<file path="config.mk">
export PLATFORM = sky130hd
export DESIGN_NAME = ubcd_scan_ctrl
export DESIGN_NICKNAME = d
export VERILOG_FILES = /design/src/rtl/ubcd_pkg.sv /design/src/rtl/ubcd_tick_gen.sv /design/src/rtl/ubcd_scan_ctrl.sv
export SDC_FILE = /design/constraint.sdc
export NUM_CORES = 1
export LEC_CHECK = 0
export CAP_MARGIN = 20
export CORE_MARGIN = 2
export CORE_UTILIZATION = 46
export CTS_BUF_LIST = sky130_fd_sc_hd__clkbuf_4
export CTS_CLUSTER_SIZE = 30
export DETAILED_ROUTE_END_ITERATION = 12
export PLACE_DENSITY = 0.7
export SKIP_LAST_GASP = 1
export SLEW_MARGIN = 20
export SYNTH_ARGS = -nofsm -noshare
export SYNTH_HDL_FRONTEND = slang
export SYNTH_SLANG_ARGS = --single-unit
</file>
<file path="constraint.sdc">
create_clock -name clk -period 1.7 [get_ports clk]
set_clock_uncertainty 0.2 [all_clocks]
set_input_delay 0.425 -clock clk [delete_from_list [all_inputs] [get_ports clk]]
set_output_delay 0.425 -clock clk [all_outputs]
set_load 0.01 [all_outputs]
</file>
<file path="src/rtl/ubcd_pkg.sv">
// rtl/ubcd_pkg.sv - shared types and constants for the multiplexed ASCII digit scanner
// Contents: scan FSM state enum, blank-character constant.
package ubcd_pkg;

  typedef enum logic [1:0] {
    IDLE  = 2'd0,
    BLANK = 2'd1,
    SHOW  = 2'd2
  } ubcd_state_e;

  localparam logic [6:0] UBCD_SPACE = 7'h20;

endpackage

</file>
<file path="src/rtl/ubcd_tick_gen.sv">
// rtl/ubcd_tick_gen.sv - loadable down-counter timing the BLANK and SHOW dwell periods
// Ports:
//   clk, rst_n  clock, asynchronous active-low reset
//   load        load counter with load_val this edge (overrides counting)
//   load_val    value loaded; a dwell of D cycles is loaded as D-1
//   expired     counter is zero (last cycle of the current dwell)
module ubcd_tick_gen #(
  parameter int W = 4
) (
  input  logic         clk,
  input  logic         rst_n,
  input  logic         load,
  input  logic [W-1:0] load_val,
  output logic         expired
);

  logic [W-1:0] cnt_q;

  always_ff @(posedge clk or negedge rst_n) begin
    if (!rst_n) begin
      cnt_q <= '0;
    end else if (load) begin
      cnt_q <= load_val;
    end else if (cnt_q != '0) begin
      cnt_q <= cnt_q - 1'b1;
    end
  end

  assign expired = (cnt_q == '0);

endmodule

</file>
<file path="src/rtl/ubcd_scan_ctrl.sv">
// rtl/ubcd_scan_ctrl.sv - digit scan controller feeding a shared ASCII segment decoder
// Optional feature macro: UBCD_SCROLL_EN (buffer rotates left every SCROLL_FRAMES frames).
// Ports:
//   clk, rst_n          clock, asynchronous active-low reset
//   enable              scanning runs while high
//   wr_valid/wr_ready   character write handshake; wr_addr selects digit, wr_char is ASCII
//   clr                 one-cycle pulse filling the buffer with spaces
//   scroll_en           scroll request (only meaningful with UBCD_SCROLL_EN)
//   dec_char            registered character for the shared decoder
//   dig_en              one-hot digit enable, all zero while blanking/idle
//   frame_tick          one-cycle pulse in the last cycle of the last digit's SHOW
module ubcd_scan_ctrl
  import ubcd_pkg::*;
#(
  parameter int NUM_DIGITS    = 4,
  parameter int PRESCALE      = 1024,
  parameter int BLANK_CYCLES  = 16,
  parameter int SCROLL_FRAMES = 32
) (
  input  logic                          clk,
  input  logic                          rst_n,
  input  logic                          enable,
  input  logic                          wr_valid,
  output logic                          wr_ready,
  input  logic [$clog2(NUM_DIGITS)-1:0] wr_addr,
  input  logic [6:0]                    wr_char,
  input  logic                          clr,
  input  logic                          scroll_en,
  output logic [6:0]                    dec_char,
  output logic [NUM_DIGITS-1:0]         dig_en,
  output logic                          frame_tick
);

  localparam int IW   = $clog2(NUM_DIGITS);
  localparam int DMAX = (PRESCALE > BLANK_CYCLES) ? PRESCALE : BLANK_CYCLES;
  localparam int CW   = $clog2(DMAX + 1);
  localparam logic [CW-1:0] BLANK_LD = CW'(BLANK_CYCLES - 1);
  localparam logic [CW-1:0] SHOW_LD  = CW'(PRESCALE - 1);

  ubcd_state_e   state_q, state_d;
  logic [IW-1:0] idx_q;
  logic [6:0]    char_buf [NUM_DIGITS];
  logic          cnt_load;
  logic [CW-1:0] cnt_val;
  logic          cnt_exp;
  logic          latch_char;
  logic          advance;
  logic          last_digit;
  logic          wr_fire;

  ubcd_tick_gen #(.W(CW)) u_tick (
    .clk      (clk),
    .rst_n    (rst_n),
    .load     (cnt_load),
    .load_val (cnt_val),
    .expired  (cnt_exp)
  );

  assign last_digit = (idx_q == IW'(NUM_DIGITS - 1));
  assign wr_ready   = ~clr;
  // Out-of-range addresses complete the handshake but store nothing.
  assign wr_fire    = wr_valid & ~clr & (int'(wr_addr) < NUM_DIGITS);
  assign frame_tick = advance & last_digit;
  assign dig_en     = (state_q == SHOW) ? (NUM_DIGITS'(1) << idx_q) : '0;

  always_ff @(posedge clk or negedge rst_n) begin
    if (!rst_n) begin
      state_q <= IDLE;
    end else begin
      state_q <= state_d;
    end
  end

  // Counter is reloaded on every state entry so each dwell is exact.
  always_comb begin
    state_d    = state_q;
    cnt_load   = 1'b0;
    cnt_val    = '0;
    latch_char = 1'b0;
    advance    = 1'b0;
    if (!enable) begin
      state_d  = IDLE;
      cnt_load = 1'b1;
    end else begin
      case (state_q)
        IDLE: begin
          state_d  = BLANK;
          cnt_load = 1'b1;
          cnt_val  = BLANK_LD;
        end
        BLANK: begin
          if (cnt_exp) begin
            state_d    = SHOW;
            cnt_load   = 1'b1;
            cnt_val    = SHOW_LD;
            latch_char = 1'b1;
          end
        end
        SHOW: begin
          if (cnt_exp) begin
            state_d  = BLANK;
            cnt_load = 1'b1;
            cnt_val  = BLANK_LD;
            advance  = 1'b1;
          end
        end
        default: state_d = IDLE;
      endcase
    end
  end

  // dec_char is sampled only at SHOW entry, so buffer writes never change a digit mid-SHOW.
  always_ff @(posedge clk or negedge rst_n) begin
    if (!rst_n) begin
      idx_q    <= '0;
      dec_char <= UBCD_SPACE;
    end else begin
      if (!enable) begin
        idx_q <= '0;
      end else if (advance) begin
        idx_q <= last_digit ? '0 : idx_q + 1'b1;
      end
      if (latch_char) begin
        dec_char <= char_buf[idx_q];
      end
    end
  end

`ifdef UBCD_SCROLL_EN
  localparam int FW = $clog2(SCROLL_FRAMES + 1);
  logic [FW-1:0] fcnt_q;
  logic          rotate;

  assign rotate = frame_tick & scroll_en & (fcnt_q == FW'(SCROLL_FRAMES - 1));

  always_ff @(posedge clk or negedge rst_n) begin
    if (!rst_n) begin
      fcnt_q <= '0;
    end else if (!scroll_en) begin
      fcnt_q <= '0;
    end else if (frame_tick) begin
      fcnt_q <= rotate ? '0 : fcnt_q + 1'b1;
    end
  end
`else
  logic unused_scroll;
  assign unused_scroll = &{1'b0, scroll_en, SCROLL_FRAMES[0]};
`endif

  // Priority: clr, then write, then rotation (later assignment wins for the written slot).
  always_ff @(posedge clk or negedge rst_n) begin
    if (!rst_n) begin
      for (int i = 0; i < NUM_DIGITS; i++) char_buf[i] <= UBCD_SPACE;
    end else if (clr) begin
      for (int i = 0; i < NUM_DIGITS; i++) char_buf[i] <= UBCD_SPACE;
    end else begin
`ifdef UBCD_SCROLL_EN
      if (rotate) begin
        for (int i = 0; i < NUM_DIGITS; i++) char_buf[i] <= char_buf[IW'((i + 1) % NUM_DIGITS)];
      end
`endif
      if (wr_fire) begin
        char_buf[wr_addr] <= wr_char;
      end
    end
  end

endmodule
</file>
== After elaboration in Yosys (flattened, before gate mapping) ==
Index checks and enable logic that the tools add are counted.

* Add/sub/neg operators: 2
* $mul: 0
* Div/mod/pow operators: 0
* Order comparisons: 3
* Eq/ne operators: 6
* Shift operators: 1
* Mux-type cells: 29
* Bitwise logic cells: 5
* Reduce and logical (&&, ||, !) cells: 8

{| class="wikitable"
|+ Operators with widths
! cell !! count
|-
| 28-bit 2-to-1 mux || 2
|-
| 11-bit 2-to-1 mux || 3
|-
| 10-bit one-hot mux with 3 select lines || 1
|-
| 28-bit bitwise mux || 1
|-
| 7-bit 2-to-1 mux || 3
|-
| 7-bit binary-select mux with 2-bit select || 1
|-
| 7-bit demux with 2-bit select || 1
|-
| 2-bit 2-to-1 mux || 6
|-
| 11-bit logical NOT || 1
|-
| 11-bit nonzero test || 1
|-
| 11-bit by 1-bit subtractor with 11-bit output, second input constant || 1
|-
| 10-bit 2-to-1 mux || 1
|-
| 4-bit 2-to-1 mux || 2
|-
| 3-bit greater-or-equal comparator, second input constant || 2
|-
| 1-bit 2-to-1 mux || 6
|-
| 3-bit inequality test, second input constant || 2
|-
| 2-bit NOT with 3-bit output || 2
|-
| 2-bit one-hot mux with 3 select lines || 1
|-
| 2-bit == test, second input constant || 2
|-
| 2-bit nonzero test || 2
|-
| 1-bit by 2-bit << shifter with 4-bit output, first input constant || 1
|-
| 3-bit by 1-bit less-than comparator with 1-bit output, second input constant || 1
|-
| 2-bit by 1-bit adder with 2-bit output, second input constant || 1
|-
| 1-bit AND || 2
|-
| other kinds (8) || 8
|}

* Bits in registers: 50
* Bits in latches: 0
* RAM bits: 0
* Memory bits (read-only): 0
* Bits of input ports: 15
* Output and inout port bits: 13
* Logic and storage cells: 62
* Memories kept: 0

== Depth between registers and ports, before layout ==
Gate-level depths: netlist (run 1).

* Depth after elaboration: 8
* Depth in mapped cells: 7

== Modules after synthesis ==
From an unflattened synthesis (run 1), not the netlist that was laid out.

* Cells, all modules: 224
* Area, all modules: 2,575.0 um2

{| class="wikitable"
|+ By module, submodules not included
! module !! instances !! cells each !! area an instance (um2) !! seq. area each (um2)
|-
| ubcd_scan_ctrl || 1 || 161 || 1,948.1 || 982.2
|-
| ubcd_tick_gen || 1 || 63 || 626.9 || 275.3
|}

== Worst setup path after synthesis (run 1) ==
No wires, ideal clock.

* Kind: reg-to-output
* Start point: register u_tick.cnt_q[0]
* End point: output port frame_tick
* Arrival: 1,274 ps
* Setup slack: -199 ps
* Stages on the path, launching flop included: 6
* Cell sequence: dfrtp_1 inv_1 ha_1 and2b_2 and4_2 and3_1

* Longest elaborated chain between the ends: 5

{| class="wikitable"
|+ RTL lines
! what !! line !! RTL
|-
| start: declaration || ubcd_tick_gen.sv:17 || <nowiki>logic [W-1:0] cnt_q;</nowiki>
|-
| start signal: assignment || ubcd_tick_gen.sv:23 || <nowiki>cnt_q <= load_val;</nowiki>
|-
| start signal: assignment || ubcd_tick_gen.sv:25 || <nowiki>cnt_q <= cnt_q - 1'b1;</nowiki>
|-
| 11-bit logical NOT || ubcd_tick_gen.sv:29 || <nowiki>assign expired = (cnt_q == '0);</nowiki>
|-
| 1-bit 2-to-1 mux || ubcd_scan_ctrl.sv:100 || <nowiki>if (cnt_exp) begin</nowiki>
|-
| 1-bit 2-to-1 mux || ubcd_scan_ctrl.sv:85 || <nowiki>case (state_q)</nowiki>
|-
| 1-bit 2-to-1 mux || ubcd_scan_ctrl.sv:81 || <nowiki>if (!enable) begin</nowiki>
|-
| 1-bit AND || ubcd_scan_ctrl.sv:63 || <nowiki>assign frame_tick = advance & last_digit;</nowiki>
|-
| end: declaration || ubcd_scan_ctrl.sv:31 || <nowiki>output logic frame_tick</nowiki>
|}

No other way between the ends.

== Worst setup path after layout (run 1) ==
Same ends and word-level chain as after synthesis.

==> metrics.md, run 1 <==
| Metric | Value |
|---|---|
| Status | finished with violations |
| Failing checks | negative setup slack |
| Unique masters post-synth | 41 |
| DRC errors left | 0 |
| Routed WL | 5697 um |
| CP Data Arrival Time | 1.63 ns |
| Post-Synthesis Cells | 227 |
| Sw frac | 34.37% |
| Final setup violation count | 25 |
| EDFF count, synth | 0 |
| Cell Pwr Density | 950.6 nW/um2 |
| Wire length per cell | 15.07 um |
| RSZ-0062 raised after global routing | true |
| DR pass1 iterations | 4 |
| Kind of critical path | reg -> out |
| HPWL Detailed | 3740 um |
| Max-capacitance violation count | 0 |
| Warnings, synthesis | 0 |
| Skew-Pair Late Insertion Delay | 0.38 ns |
| P_int | 2.289 mW |
| Yosys top cell by area | dfrtp_1 |
| Worst slew margin | 82.45% |
| FF-to-FF Start | u_tick.cnt_q[0]$_DFFE_PN0P_ |
| Final period utilization | 132.6% |
| Number of global-route vias before repair | 1965 |
| Worst setup EP type | primary output |
| Final hold vios | 0 |
| Final core occ | 66.64% |
| GRT Overall Usage | 19.64% |
| Top post-synthesis cells by area | dfrtp_1 (43%), mux2i_1 (11%), mux4_2 (6.0%) |
| Maximum clock frequency | 443.5 MHz |
| Sw Pwr | 1.199 mW |
| Worst EP required | 1.07 ns |
| Clock-pin slew on the worst setup and hold paths | 0.16 ns |
| Area delta synth->final | 40.00% |
| Die area | 6318 um2 |
| Overflow after GRT | 0 |
| Routability Congestion | 0.7956 |
| Initial Util | 47.60% |
| Mean Syn Cell Area | 11.55 um2 |
| Flop pwr share | 40.3% |
| Layout Nets | 329 |
| Reg2reg setup slack | -0.28 ns |
| CTS buffer count | 5 |
| Peak supply drop | 0.0005178 V |
| Slew @ Worst Pin | 0.2633 ns |
| PortBufs | 26 |
| Total core area | 5507 um2 |
| Crit-path max FO | 2 |
| Die Wd | 79.49 um |
| Initial antenna violation count | 1 |
| Hold Path Class | in -> async |
| Net Count, Synth | 252 |
| Fill count | 407 |
| Ys flop type | dfrtp_1 |
| CTS tree | done |
| Via Count | 2005 |
| Largest net degree at the start of global routing | 51 |
| Critical Path Start Type | register |
| # rows | 27 |
| RR Endpoint | u_tick.cnt_q[1]$_DFFE_PN0P_ |
| Die Ht | 79.49 um |
| CTS sink count | 50 |
| Slew Viols, Final | 0 |
| 1st-iter DRT viols | 97 |
| Clock Power Share | 16.7% |
| First-pass GRT wire length | 9535 um |
| Synth Cell Area | 2621 um2 |
| Tot Pwr | 3.488 mW |
| Root buf cell | clkbuf_4 |
| Seq cells post-synth | 50 |
| Final worst setup slack | -0.5549 ns |
| Num ports | 28 |
| Min Tclk post-route | 2.255 ns |
| CTS max path bufs | 2 |
| Logic gate share of total power | 43.1% |
| Max H-tree Level | 2 |
| Top-area cell type share of the netlist area | 42.96% |
| Register area share after synthesis | 47.97% |
| Post-synth ARST share | 100.0% |
| DR vias/cell | 5.304 |
| Share of cells above drive strength 1 | 43.93% |
| Post-DRT Antenna Nets | 0 |
| Leakage power | 1.750 nW |
| Worst R2R Path Depth | 8 |
-- per-stage QoR --
step	hold WS [ns]	TNS, ns	instances	setup slack, ns	area (um2)
floorplan	-0.07059	-0.8773	227	-0.1336	2671
CTS	0.3158	-5.684	372	-0.5532	3551
global placement	0.2341	-11.36	354	-0.5508	3314
detailed placement	0.2338	-12.43	354	-0.5710	3314
finish	0.3113	-5.551	378	-0.5549	3670
global route	0.3121	-7.122	378	-0.6245	3670
-- synthesized netlist by cell type (all sizes together) (2+ instances only) --
library cell	n
buf	5
nand3	7
a21oi	4
nor3	3
clkbuf	7
nand3b	3
nand4	2
o21ai	11
inv	8
dfrtp	45
xor2	4
dfstp	5
mux4	7
a211o	3
nor2	34
and2	4
mux2i	30
xnor2	2
and3	3
nand2	8
a31oi	2
ha	10
a21boi	3
mux2	7
-- worst max-delay path by stage --
| stage | endpoint | depth (start not counted) | start | slack [ns] |
|---|---|---|---|---|
| after floorplan | frame_tick | 5 | u_tick.cnt_q[0]$_DFFE_PN0P_ | -0.13 |
| after global placement | frame_tick | 6 | u_tick.cnt_q[0]$_DFFE_PN0P_ | -0.55 |
| after detailed placement | frame_tick | 6 | u_tick.cnt_q[0]$_DFFE_PN0P_ | -0.57 |
| after CTS | frame_tick | 6 | u_tick.cnt_q[1]$_DFFE_PN0P_ | -0.55 |
| after global routing | frame_tick | 6 | u_tick.cnt_q[0]$_DFFE_PN0P_ | -0.62 |
| final | frame_tick | 6 | u_tick.cnt_q[0]$_DFFE_PN0P_ | -0.55 |
-- flip-flops by register name, summed over array words and instances (netlist names) --
register / flops
char_buf: 28
u_tick.cnt_q: 11
dec_char: 7
idx_q: 2
state_q: 2
-- placed cells by master (no fill, tap or decap), types with 4 or more instances in the layout --
master and n:
o21ai_2 7, mux2_4 7, dfrtp_1 45, clkdlybuf4s50_1 11, nor2_1 32, buf_4 40, dfstp_2 5, inv_2 4
buf_12 5, mux2i_1 30, buf_6 16, nand2_1 8, clkbuf_4 5, nand3_1 6, ha_4 6, xor2_1 4
mux4_2 7
-- power groups by stage --
| stage | clock, mW | combinational [mW] | sequential, mW |
|---|---|---|---|
| after floorplan | 0 | 0.679 | 1.45 |
| after global placement | 0 | 1.21 | 1.42 |
| after detailed placement | 0 | 1.23 | 1.42 |
| after CTS | 0.597 | 1.37 | 1.40 |
| after global routing | 0.639 | 1.62 | 1.42 |
| final | 0.581 | 1.50 | 1.41 |
-- worst max-delay path, stage by stage, from the launching register on --
cell	delay, ns
dfrtp_1	0.42
inv_2	0.08
ha_4	0.13
and2b_2	0.14
and4_4	0.21
and3_4	0.18
buf_6	0.09
-- layout make-up --
cell class	count	area, um2	area share [%]
Inverter	8	40.04	1.091
Tap cell	72	90.09	2.455
Clock inverter	3	25.02	0.6819
Clock buffer	5	37.54	1.023
Sequential cell	50	1257	34.27
Timing Repair Buffer	83	769.5	20.97
Antenna cell	1	2.502	0.06819
Multi-Input combinational cell	156	1448	39.45
-- metal layers --
metal	up-vias	track usage, %	part of all wire [%]
met1	1005	26.54	45
met2	41	31.68	50
met4	0	7.241	1.5
met3	9	3.507	4.0
met5	-	0	0
li1	950	-	-
-- what timing repair did --
| action | in CTS | in global routing |
|---|---|---|
| resized for setup | 78 | 34 |
| hold endpoints to repair | 45 | 0 |
| setup endpoints to repair | 33 | 34 |
| setup buffers | 9 | 10 |
| pin swaps | 7 | 14 |
| hold buffers | 1 | 0 |
-- cell families after synthesis --
| group | after synthesis | synth area share (%) |
|---|---|---|
| xor gates and xnor gates | 6 | 2.005 |
| adders and majority gates | 10 | 4.773 |
| DFF | 50 | 47.97 |
| muxes | 44 | 20.48 |
| buffers and inverters | 21 | 4.058 |
| AOI/OAI and AO/OA | 25 | 5.871 |
| and+or+nand+nor | 71 | 14.85 |
No activity file was read; power rests on OpenSTA's default activity.
==> run 2, diff against run 1 <==
Settings changed: MAX_ROUTING_LAYER from default to met4, SYNTH_HIERARCHICAL from default to 1.
==> run 2 against run 1 <==
Compared with the run above:
- the flow still finishes with violations (negative setup slack)
- flip-flop and latch count stayed put
- synthesized cell count decreased by 1.3%
- wire length rose by 9.1%
- largest cell class unchanged
- synthesized area is 1.8% lower
- critical path depth shrank 1
- first-iteration DRC count is 26% lower
- sequential share of layout area decreased by 0.42 points
- non-clock buffer count increased by 10
- core utilization grew 1.2 points
- cell area grew 1.2%
- setup slack got worse by 0.22 ns
- combinational power increased by 47%
- critical endpoint unchanged
==> metrics.md, run 2 <==
| Metric | Value |
|---|---|
| Status | finished with violations (unchanged) |
| Failing checks | negative setup slack (unchanged) |
| Top post-synthesis cells by area | dfrtp_1 (44%), mux2i_1 (11%), mux4_2 (6.1%) (was dfrtp_1 (43%), mux2i_1 (11%), mux4_2 (6.0%)) |
| Kind of critical path | reg -> out (unchanged) |
| Ys flop type | dfrtp_1 (unchanged) |
| Reg2reg setup slack | -0.77 ns (was -0.28 ns) |
| Top-area cell type share of the netlist area | 43.73% (was 42.96%) |
| Register Area | 1257 um2 (unchanged) |
| Net Count, Synth | 249 (was 252) |
| First-pass GRT wire length | 9922 um (was 9535 um) |
| Total core area | 5473 um2 (was 5507 um2) |
| Critical Path Start Type | register (unchanged) |
| Clock-pin slew on the worst setup and hold paths | 0.14 ns (was 0.16 ns) |
| Leakage power | 1.824 nW (was 1.750 nW) |
| 1st-iter DRT viols | 72 (was 97) |
| Mean Syn Cell Area | 11.50 um2 (was 11.55 um2) |
| HPWL Detailed | 3865 um (was 3740 um) |
| CTS buffer count | 5 (unchanged) |
| Wire length per cell | 16.06 um (was 15.07 um) |
| Fill count | 397 (was 407) |
| GRT Overall Usage | 21.32% (was 19.64%) |
| Max-capacitance violation count | 0 (unchanged) |
| Share of cells above drive strength 1 | 43.17% (was 43.93%) |
| Maximum clock frequency | 404.8 MHz (was 443.5 MHz) |
| Commonest cells post-synth | dfrtp_1 (45), mux2i_1 (29), nor2_1 (29), nand2_1 (16), ha_1 (10) (was dfrtp_1 (45), nor2_1 (33), mux2i_1 (30), o21ai_0 (11), ha_1 (10)) |
| Overflow after GRT | 0 (unchanged) |
| Hold Path Class | reg -> reg (was in -> async) |
| Largest net degree at the start of global routing | 25 (was 51) |
| Num ports | 28 (unchanged) |
| DR vias/cell | 5.217 (was 5.304) |
| Tot Pwr | 4.201 mW (was 3.488 mW) |
| Area of the multi-input gates | 1431 um2 (was 1448 um2) |
| Crit-path max FO | 2 (unchanged) |
| CP peak stage delay | 0.55 ns (was 0.42 ns) |
| N_diodes | 0 (was 1) |
| Routed WL | 6215 um (was 5697 um) |
| Final period utilization | 145.3% (was 132.6%) |
| Logic gate share of total power | 52.5% (was 43.1%) |
| Post-Synthesis Cells | 224 (was 227) |
| Layout Nets | 339 (was 329) |
| Initial antenna violation count | 0 (was 1) |
| Worst EP required | 1.07 ns (about the same) |
| Final hold vios | 0 (unchanged) |
| Min Tclk post-route | 2.471 ns (was 2.255 ns) |
| Skew-Pair Late Insertion Delay | 0.37 ns (was 0.38 ns) |
| Final worst setup slack | -0.7706 ns (was -0.5549 ns) |
| DR pass1 iterations | 4 (unchanged) |
| Register area share after synthesis | 48.83% (was 47.97%) |
| # rows | 27 (unchanged) |
| Synth Cell Area | 2575 um2 (was 2621 um2) |
| Commonest non-fill, non-tap cell in the layout | buf_4 (was dfrtp_1) |
| FF-to-FF Start | u_tick/cnt_q[4]$_DFFE_PN0P_ (was u_tick.cnt_q[0]$_DFFE_PN0P_) |
| Largest registers | char_buf (28), u_tick/cnt_q (11), dec_char (7) (was char_buf (28), u_tick.cnt_q (11), dec_char (7)) |
| Post-synth ARST share | 100.0% (unchanged) |
| Slew Viols, Final | 0 (unchanged) |
| Slowest CP cell | or4_4 (was dfrtp_1) |
| Die Ht | 78.82 um (was 79.49 um) |
| Worst hold stages | 1 |
| Worst hold start | dec_char[1]$_DFFE_PN0P_ |
| Cell Pwr Density | 1131 nW/um2 (was 950.6 nW/um2) |
| Sw Pwr | 1.492 mW (was 1.199 mW) |
| RSZ-0062 raised after global routing | true (unchanged) |
| Die area | 6213 um2 (was 6318 um2) |
| Peak supply drop | 0.0007564 V (was 0.0005178 V) |
| CTS tree | done (unchanged) |
| Yosys top cell by area | dfrtp_1 (unchanged) |
| Post-DRT Antenna Nets | 0 (unchanged) |
| Root buf cell | clkbuf_4 (unchanged) |
| CTS max path bufs | 2 (unchanged) |
| Final setup violation count | 27 (was 25) |
| Routability Congestion | 0.7550 (was 0.7956) |
| Max H-tree Level | 2 (unchanged) |
| Warnings, synthesis | 6 (was 0) |
| Clock Power Share | 12.6% (was 16.7%) |
| PortBufs | 26 (unchanged) |
| Area delta synth->final | 44.27% (was 40.00%) |
| RR Endpoint | u_tick/cnt_q[8]$_DFFE_PN0P_ (was u_tick.cnt_q[1]$_DFFE_PN0P_) |
| Seq cells post-synth | 50 (unchanged) |
| Final core occ | 67.88% (was 66.64%) |
| Most frequent cells in the layout | buf_4 (50), dfrtp_1 (45), mux2i_1 (29) (was dfrtp_1 (45), buf_4 (40), nor2_1 (32)) |
| P_int | 2.709 mW (was 2.289 mW) |
| Cell with the most instances after synthesis | dfrtp_1 (unchanged) |
| Die Wd | 78.82 um (was 79.49 um) |
| Initial Util | 47.05% (was 47.60%) |
| Sw frac | 35.51% (was 34.37%) |
| Worst setup EP type | primary output (unchanged) |
| Number of global-route vias before repair | 2052 (was 1965) |
| CTS sink count | 50 (unchanged) |
| DRC errors left | 0 (unchanged) |
| Hold worst-path end | dec_char[1]$_DFFE_PN0P_ |
| Critical path, cell by cell | or4_4, nor3_4, nand2_2, nor2_2, buf_2 (was inv_2, ha_4, and2b_2, and4_4, and3_4, buf_6) |
| Via Count | 2019 (was 2005) |
| Worst R2R Path Depth | 9 (was 8) |
| Unique masters post-synth | 39 (was 41) |
| EDFF count, synth | 0 (unchanged) |
| Max reg flops | 28 (unchanged) |
| CP Data Arrival Time | 1.85 ns (was 1.63 ns) |
| Biggest register | char_buf (unchanged) |
| Flop pwr share | 35.0% (was 40.3%) |
## run 2: cell types whose count changed in the layout (fill, tap and decap cells not counted), moves of 4 or more
| cell | delta |
|---|---|
| buf_4 | +10 |
| inv_1 | +4 |
| mux2_2 | +6 |
| mux2_4 | -4 |
| nor2_1 | -5 |
| o21ai_2 | -5 |
## run 2: layout make-up
cell class | count | area share (%)
Clock inverter | 2 | 0.2358
Sequential cell | 50 | 33.85
Inverter | 9 | 1.044
Timing Repair Buffer | 93 | 22.70
Clock buffer | 6 | 1.213
Tap cell | 72 | 2.425
Multi-Input combinational cell | 155 | 38.53
## run 2: per-stage QoR
step / TNS (ns) / cells / instance area, um2 / hold slack (ns) / setup slack, ns
finish: -15.58 / 387 / 3715 / 0.3197 / -0.7706
global route: -18.14 / 387 / 3715 / 0.3392 / -0.9004
CTS: -14.69 / 387 / 3566 / 0.3197 / -0.7831
detailed placement: -18.06 / 359 / 3256 / 0.2171 / -0.8197
global placement: -16.63 / 359 / 3256 / 0.2172 / -0.7970
floorplan: -13.48 / 224 / 2590 / -0.07059 / -0.7381
## run 2: critical path, delay by kind of cell (launching register included)
family                 cells  cell delay, ns
DFF                        1            0.40
buffers and inverters      1            0.13
and+or+nand+nor            4            0.94
## run 2: kinds of logic after synthesis
family | count (synthesis) | synth area share, %
AOI/OAI and AO/OA | 24 | 6.366
xor gates and xnor gates | 7 | 2.381
adders and majority gates | 10 | 4.859
buffers and inverters | 19 | 3.207
DFF | 50 | 48.83
muxes | 45 | 21.33
other | 1 | 0.1456
and+or+nand+nor | 68 | 12.88
## run 2: repair_timing
action	4_1_cts	5_1_grt
buffers inserted	22	8
pin swaps	16	13
resized for setup	76	40
hold buffers	1	0
endpoints found under the hold margin	12	0
setup endpoints to repair	35	33
## run 2: how the worst max path moves through the flow
stage | startpoint | to | slack [ns]
final | u_tick/cnt_q[4]$_DFFE_PN0P_ | frame_tick | -0.77
after global routing | u_tick/cnt_q[4]$_DFFE_PN0P_ | frame_tick | -0.90
after CTS | u_tick/cnt_q[5]$_DFFE_PN0P_ | frame_tick | -0.78
after detailed placement | u_tick/cnt_q[10]$_DFFE_PN0P_ | frame_tick | -0.82
after global placement | u_tick/cnt_q[10]$_DFFE_PN0P_ | frame_tick | -0.80
after floorplan | u_tick/cnt_q[8]$_DFFE_PN0P_ | u_tick/cnt_q[4]$_DFFE_PN0P_ | -0.74
## run 2: power groups by stage
stage / logic (mW) / registers (mW) / clock network [mW]
after floorplan: 0.833 / 1.52 / 0
after global placement: 1.64 / 1.47 / 0
after detailed placement: 1.65 / 1.48 / 0
after CTS: 1.98 / 1.45 / 0.551
after global routing: 2.37 / 1.49 / 0.616
final: 2.20 / 1.47 / 0.528
## run 2: layer usage
| metal | GRT usage [%] | part of all wire [%] | vias up |
|---|---|---|---|
| met3 | 4.091 | 2.5 | 4 |
| met1 | 27.30 | 44 | 1025 |
| met5 | - | 0 | - |
| met4 | 5.345 | 1.2 | 0 |
| li1 | - | - | 962 |
| met2 | 35.47 | 52 | 28 |
